[src/rtl/duc_pkg.sv]
// Shared constants, FSM state type and output rounding for the DUC CIC interpolator.
package duc_pkg;

    localparam int unsigned DW      = 16;
    localparam int unsigned N       = 3;
    localparam int unsigned RATE_W  = 13;
    localparam int unsigned IW      = DW + N * RATE_W;
    localparam int unsigned FIFO_D  = 4;
    localparam int unsigned FIFO_AW = $clog2(FIFO_D);
    localparam int unsigned FIFO_CW = FIFO_AW + 1;

    typedef enum logic {IDLE, RUN} state_t;

    // Select DW bits at SHIFT and add the bit just below (round half up), wrapping.
    function automatic logic [DW-1:0] round_out(input logic [IW-1:0] acc,
                                                input logic [5:0] shift);
        logic [IW-1:0] w_sh;
        logic [IW-1:0] w_sh1;
        logic          w_rb;
        w_sh  = $signed(acc) >>> shift;
        w_sh1 = acc >> (shift - 6'd1);
        w_rb  = (shift != 6'd0) && w_sh1[0];
        return w_sh[DW-1:0] + {{(DW-1){1'b0}}, w_rb};
    endfunction

endpackage

[src/rtl/cic_interp_lane.sv]
// One rail of the CIC interpolator: low-rate comb chain, zero-stuffer, integrator chain.
module cic_interp_lane
    import duc_pkg::*;
(
    input  logic          CLK,
    input  logic          RST,
    input  logic          i_clr,
    input  logic          i_pop,
    input  logic [DW-1:0] i_x,
    output logic [IW-1:0] o_acc
);

    logic [IW-1:0] r_dly   [N];
    logic [IW-1:0] r_integ [N];
    logic [IW-1:0] r_xup;
    logic [IW-1:0] w_comb  [N+1];

    always_comb begin
        w_comb[0] = {{(IW-DW){i_x[DW-1]}}, i_x};
        for (int k = 0; k < N; k++) begin
            w_comb[k+1] = w_comb[k] - r_dly[k];
        end
    end

    always_ff @(posedge CLK or posedge RST) begin
        if (RST) begin
            r_xup <= '0;
            for (int k = 0; k < N; k++) begin
                r_dly[k]   <= '0;
                r_integ[k] <= '0;
            end
        end else if (i_clr) begin
            r_xup <= '0;
            for (int k = 0; k < N; k++) begin
                r_dly[k]   <= '0;
                r_integ[k] <= '0;
            end
        end else begin
            // Combs advance only at the low-rate slot; x_up is zero elsewhere.
            if (i_pop) begin
                for (int k = 0; k < N; k++) begin
                    r_dly[k] <= w_comb[k];
                end
                r_xup <= w_comb[N];
            end else begin
                r_xup <= '0;
            end
            r_integ[0] <= r_integ[0] + r_xup;
            for (int k = 1; k < N; k++) begin
                r_integ[k] <= r_integ[k] + r_integ[k-1];
            end
        end
    end

    assign o_acc = r_integ[N-1];

endmodule

[src/rtl/duc_cic_interp.sv]
// DUC front end: input I/Q FIFO, phase counter and run FSM around two CIC interpolator lanes.
module duc_cic_interp
    import duc_pkg::*;
(
    input  logic              CLK,
    input  logic              RST,
    input  logic              EN,
    input  logic [RATE_W-1:0] RATE,
    input  logic [5:0]        SHIFT,
    input  logic              IN_VLD,
    output logic              IN_RDY,
    input  logic [DW-1:0]     IN_DATI,
    input  logic [DW-1:0]     IN_DATQ,
    output logic              OUT_DOE,
    output logic [DW-1:0]     OUT_DATI,
    output logic [DW-1:0]     OUT_DATQ,
    output logic              UNDERFLOW
);

    state_t              r_state, w_state_nxt;
    logic [RATE_W-1:0]   r_rate, r_phase;
    logic [FIFO_CW-1:0]  r_count;
    logic [FIFO_AW-1:0]  r_wptr, r_rptr;
    logic [DW-1:0]       r_mem_i [FIFO_D];
    logic [DW-1:0]       r_mem_q [FIFO_D];
    logic [DW-1:0]       r_out_i, r_out_q;
    logic [IW-1:0]       w_acc_i, w_acc_q;
    logic [DW-1:0]       w_x_i, w_x_q;
    logic w_run, w_last, w_slot, w_pop, w_push, w_exit, w_start, w_clr;

    assign w_run   = (r_state == RUN);
    assign w_last  = (r_phase == r_rate - RATE_W'(1));
    assign w_slot  = w_run && (r_phase == '0);
    assign w_pop   = w_slot && (r_count != '0);
    assign IN_RDY  = !RST && (r_count < FIFO_CW'(FIFO_D));
    assign w_push  = IN_VLD && IN_RDY;
    assign w_exit  = w_run && w_last && !EN;
    assign w_start = !w_run && EN && (r_count >= FIFO_CW'(2)) && (RATE >= RATE_W'(2));
    assign w_clr   = !w_run || w_exit;

    always_comb begin
        w_state_nxt = r_state;
        unique case (r_state)
            IDLE: if (w_start) w_state_nxt = RUN;
            RUN:  if (w_exit)  w_state_nxt = IDLE;
        endcase
    end

    always_ff @(posedge CLK or posedge RST) begin
        if (RST) begin
            r_state <= IDLE;
            r_rate  <= '0;
            r_phase <= '0;
            r_count <= '0;
            r_wptr  <= '0;
            r_rptr  <= '0;
            r_out_i <= '0;
            r_out_q <= '0;
        end else begin
            r_state <= w_state_nxt;
            if (w_start) r_rate <= RATE;
            r_phase <= (!w_run || w_last) ? '0 : r_phase + RATE_W'(1);
            if (w_push) r_wptr <= r_wptr + FIFO_AW'(1);
            if (w_pop)  r_rptr <= r_rptr + FIFO_AW'(1);
            case ({w_push, w_pop})
                2'b10:   r_count <= r_count + FIFO_CW'(1);
                2'b01:   r_count <= r_count - FIFO_CW'(1);
                default: r_count <= r_count;
            endcase
            r_out_i <= w_clr ? '0 : round_out(w_acc_i, SHIFT);
            r_out_q <= w_clr ? '0 : round_out(w_acc_q, SHIFT);
        end
    end

    always_ff @(posedge CLK) begin
        if (w_push) begin
            r_mem_i[r_wptr] <= IN_DATI;
            r_mem_q[r_wptr] <= IN_DATQ;
        end
    end

    // An empty pop slot still clocks the combs, with a zero sample.
    assign w_x_i = w_pop ? r_mem_i[r_rptr] : '0;
    assign w_x_q = w_pop ? r_mem_q[r_rptr] : '0;

    cic_interp_lane u_lane_i (
        .CLK   (CLK),
        .RST   (RST),
        .i_clr (w_clr),
        .i_pop (w_slot),
        .i_x   (w_x_i),
        .o_acc (w_acc_i)
    );

    cic_interp_lane u_lane_q (
        .CLK   (CLK),
        .RST   (RST),
        .i_clr (w_clr),
        .i_pop (w_slot),
        .i_x   (w_x_q),
        .o_acc (w_acc_q)
    );

    assign OUT_DOE   = w_run;
    assign OUT_DATI  = r_out_i;
    assign OUT_DATQ  = r_out_q;
    assign UNDERFLOW = w_slot && (r_count == '0);

endmodule

[config.mk]
export PLATFORM = sky130hd
export DESIGN_NAME = duc_cic_interp
export DESIGN_NICKNAME = d
export VERILOG_FILES = /design/src/rtl/duc_pkg.sv /design/src/rtl/cic_interp_lane.sv /design/src/rtl/duc_cic_interp.sv
export SDC_FILE = /design/constraint.sdc
export NUM_CORES = 2
export LEC_CHECK = 0
export BUFFER_PORTS_ARGS = -buffer_cell sky130_fd_sc_hd__buf_2
export CELL_PAD_IN_SITES_DETAIL_PLACEMENT = 0
export CELL_PAD_IN_SITES_GLOBAL_PLACEMENT = 2
export CORE_AREA = 2 2 421 423
export CTS_BUF_LIST = sky130_fd_sc_hd__clkbuf_16
export DETAILED_ROUTE_END_ITERATION = 12
export DIE_AREA = 0 0 423 425
export PLACE_DENSITY = 0.79
export SYNTH_ARGS = -nofsm -noshare
export SYNTH_HDL_FRONTEND = slang
export SYNTH_SLANG_ARGS = --single-unit
[constraint.sdc]
create_clock -name CLK -period 26 [get_ports CLK]
set_clock_uncertainty 0.05 [all_clocks]
set_input_delay 1.3 -clock CLK [delete_from_list [all_inputs] [get_ports CLK]]
set_output_delay 1.3 -clock CLK [all_outputs]
set_load 0.01 [all_outputs]
==> out/qor.yml <==
whs_path_depth: 2
critical_path_class: "reg2reg"
dp_hpwl_mm: 141.7
cpMaxStageDelayCell: "a2111oi_0"
grt_first_pass_wirelength_mm: 303.2
synth-edff-count: 128
hold_buffers: 0
synthFlopType: "dfrtp_1"
yosys.area.top_type: "dfrtp_1"
die_h_um: 425
vias: 55480
required_ns: 26.55
slowest_delay_ns: 0.73
grt_usage: 0.2059
first_pass_iters: 5
drt_wl_total_mm: 187.3
reg2regPathDepth: 44
placementRows: 154
synth.cell_area_mm2: 0.06972
grt_max_degree: 154
synth_top_family_by_area: "compound AO/OA/AOI/OAI gates"
crit_top_cell: "a21oi_1"
reg2reg_from: "r_phase[0]"
reg2reg_to: "u_lane_q.r_xup[54]"
worstMarginPinSlew_ns: 1.333
rsz0062_at_grt: "false"
overflow: 0
async_flop_share: 0.8549
r2r_slack_ns: 14.87
max_freq_mhz: 89.84
synth-adder-area-share: 0.1126
cts_sinks: 882
hold_violations: 0
hold_ws_ns: 0.4573
core_mm2: 0.1753
setup-tns-final_ns: 0
drc: 0
arrival_ns: 11.68
path_max_fanout: 63
maxSlewHeadroom: 0.08845
yosysTopAreaCellShare: 0.2706
ys_seq_elements: 882
post_synth_num_cell_types: 102
die_w_um: 423
syn_area_per_cell_um2: 8.900
place_ws_ns: 14.89
synth_area_leaders: "dfrtp_1 (27%), ha_1 (10%), a21oi_1 (5.8%), edfxtp_1 (5.5%), nor2_1 (4.4%)"
syn_to_final_growth_pct: 8.300
drt_iter0_drc: 3616
fp.dieArea_mm2: 0.1798
start_kind: "flop"
status: "finished, final reports clean"
synth_common_cells: "a21oi_1 (813), nor2_1 (813), nand2_1 (776)"
ys_warn_count: 0
cts_tree: "done"
hp-class: "reg2reg"
syn-num-nets: 8499
cts_root_buf: "clkbuf_16"
nets: 8399
hold_start: "u_lane_i.r_dly[117]"
yosysSeqAreaShare: 0.3257
initial_core_util: 0.3976
fin_crit_ns: 11.13
drv_cap: 0
path_clk_slew_ns: 0.06
drtAntennaViolNets: 0
place_congestion: 0.8794
cp-end-kind: "flop"
worst_slack_ns: 14.87
synth_xor_area_frac: 0.06992
clock_path_buffers: 3
grt_pass1_vias: 54120
insertion_delay_ns: 0.76
fin_crit_sh: 0.4281
ctsResizeCount: 0
setup_viol: 0
min_to: "u_lane_i.r_dly[117]"
drive_gt1_frac: 0.06532
synth_simple_gate_area_frac: 0.1541
vias_per_cell: 5.458
portBuffers: 89
syn_inst: 7834
numCtsBuffers: 107
post_drt_wl_per_cell_um: 18.43
htreeDepth: 3
pin_count: 90
drv_slew: 0
cts_setup_buffers: 0
synth_compound_area_frac: 0.2097
muxShareOfSynthArea: 0.07875
cp-startpoint: "r_phase[0]"
antenna_found_initial: 8
-- per-stage QoR --
stage	cell area, µm²	util	instances
detailed placement	71870	0.4099	9965
CTS	75510	0.4306	10160
global placement	71870	0.4099	9965
floorplan	69720	-	7834
global route	75510	0.4306	10160
finish	75510	0.4306	10160
-- registers in the layout, summed over array words and instances (netlist names) --
name,flops
u_lane_i.o_acc,55
u_lane_i.r_dly,124
r_rptr,2
u_lane_i.r_integ,110
OUT_DOE,1
r_phase,13
r_count,3
u_lane_q.r_xup,55
u_lane_q.r_dly,124
r_mem_q,64
u_lane_i.r_xup,55
r_wptr,2
u_lane_q.r_integ,110
r_rate,13
u_lane_q.o_acc,55
r_mem_i,64
OUT_DATQ,16
OUT_DATI,16
-- worst max-delay path: cells and delay by family, from the launching register on --
family                   cells  cell delay, ns
AO/OA/AOI/OAI               19            4.74
flip-flops                   1            0.42
AND/OR/NAND/NOR             15            3.16
XOR/XNOR                     1            0.22
buffers and inverters        3            0.53
adder cells (fa/ha/maj)      6            1.82
-- per-layer routing --
layer | routed length [µm] | track usage | vias to the layer above
li1 | - | - | 28040
met1 | 95890 | 0.3053 | 26320
met2 | 81480 | 0.3208 | 891
met3 | 5473 | 0.02115 | 221
met4 | 4447 | 0.05024 | 0
met5 | 0 | 0 | -
-- final cells by class --
class | count | area [µm²]
clock inverter | 91 | 957.2
tap | 2340 | 2928
clock buffer | 107 | 2678
timing repair buffer | 152 | 967.2
antenna | 1 | 2.502
fill | 17400 | 99830
sequential | 882 | 22720
inverter | 437 | 1648
multi-input combinational | 6154 | 43610
-- layout by cell type (no fill, tap or decap), types with 25 or more instances in the layout --
master	netlist	layout
or3_1	25	25
o21ai_0	346	346
buf_4	11	62
nand2_1	776	775
a21o_1	362	362
edfxtp_1	128	128
dfrtp_1	754	752
nand3_1	112	112
and2_1	70	70
nor2_1	813	813
o211ai_1	50	50
nor2b_1	115	115
fa_1	29	29
buf_2	63	86
xnor2_1	312	312
a2111oi_0	40	40
a31oi_1	67	67
nand4_1	99	99
mux4_2	118	118
and3_1	67	67
inv_1	434	446
o21a_1	65	64
o31ai_1	37	37
a211oi_1	117	117
ha_1	581	581
clkbuf_16	0	107
nand2b_1	94	94
o21bai_1	116	116
xor2_1	242	242
mux4_1	50	50
mux2_2	30	30
o41ai_1	33	33
nor3_1	116	115
a21boi_0	44	44
mux2i_1	118	118
a21oi_1	813	813
-- cells by family (layout without fill, tap and decap cells) --
group           count (synthesis)  after routing
other cells                     0              1
buf+inv                       798            787
flops                         882            882
compound gates               2295           2295
mux                           316            316
xor+xnor                      555            555
simple gates                 2378           2378
fa+ha+maj                     610            610
-- worst max path at each step --
| stage | endpoint | slack (ns) | cells after the start |
|---|---|---|---|
| floorplan | OUT_DATI[0] | 3.49 | 1 |
| global placement | u_lane_q.r_xup[54] | 14.88 | 40 |
| detailed placement | u_lane_q.r_xup[54] | 14.89 | 44 |
| CTS | u_lane_q.r_xup[54] | 14.85 | 44 |
| global route | u_lane_q.r_xup[54] | 13.68 | 42 |
| finish | u_lane_q.r_xup[54] | 14.87 | 44 |
Power is not shown: default switching activity piles up to over one toggle a cycle in this logic, so the estimate is an artifact.
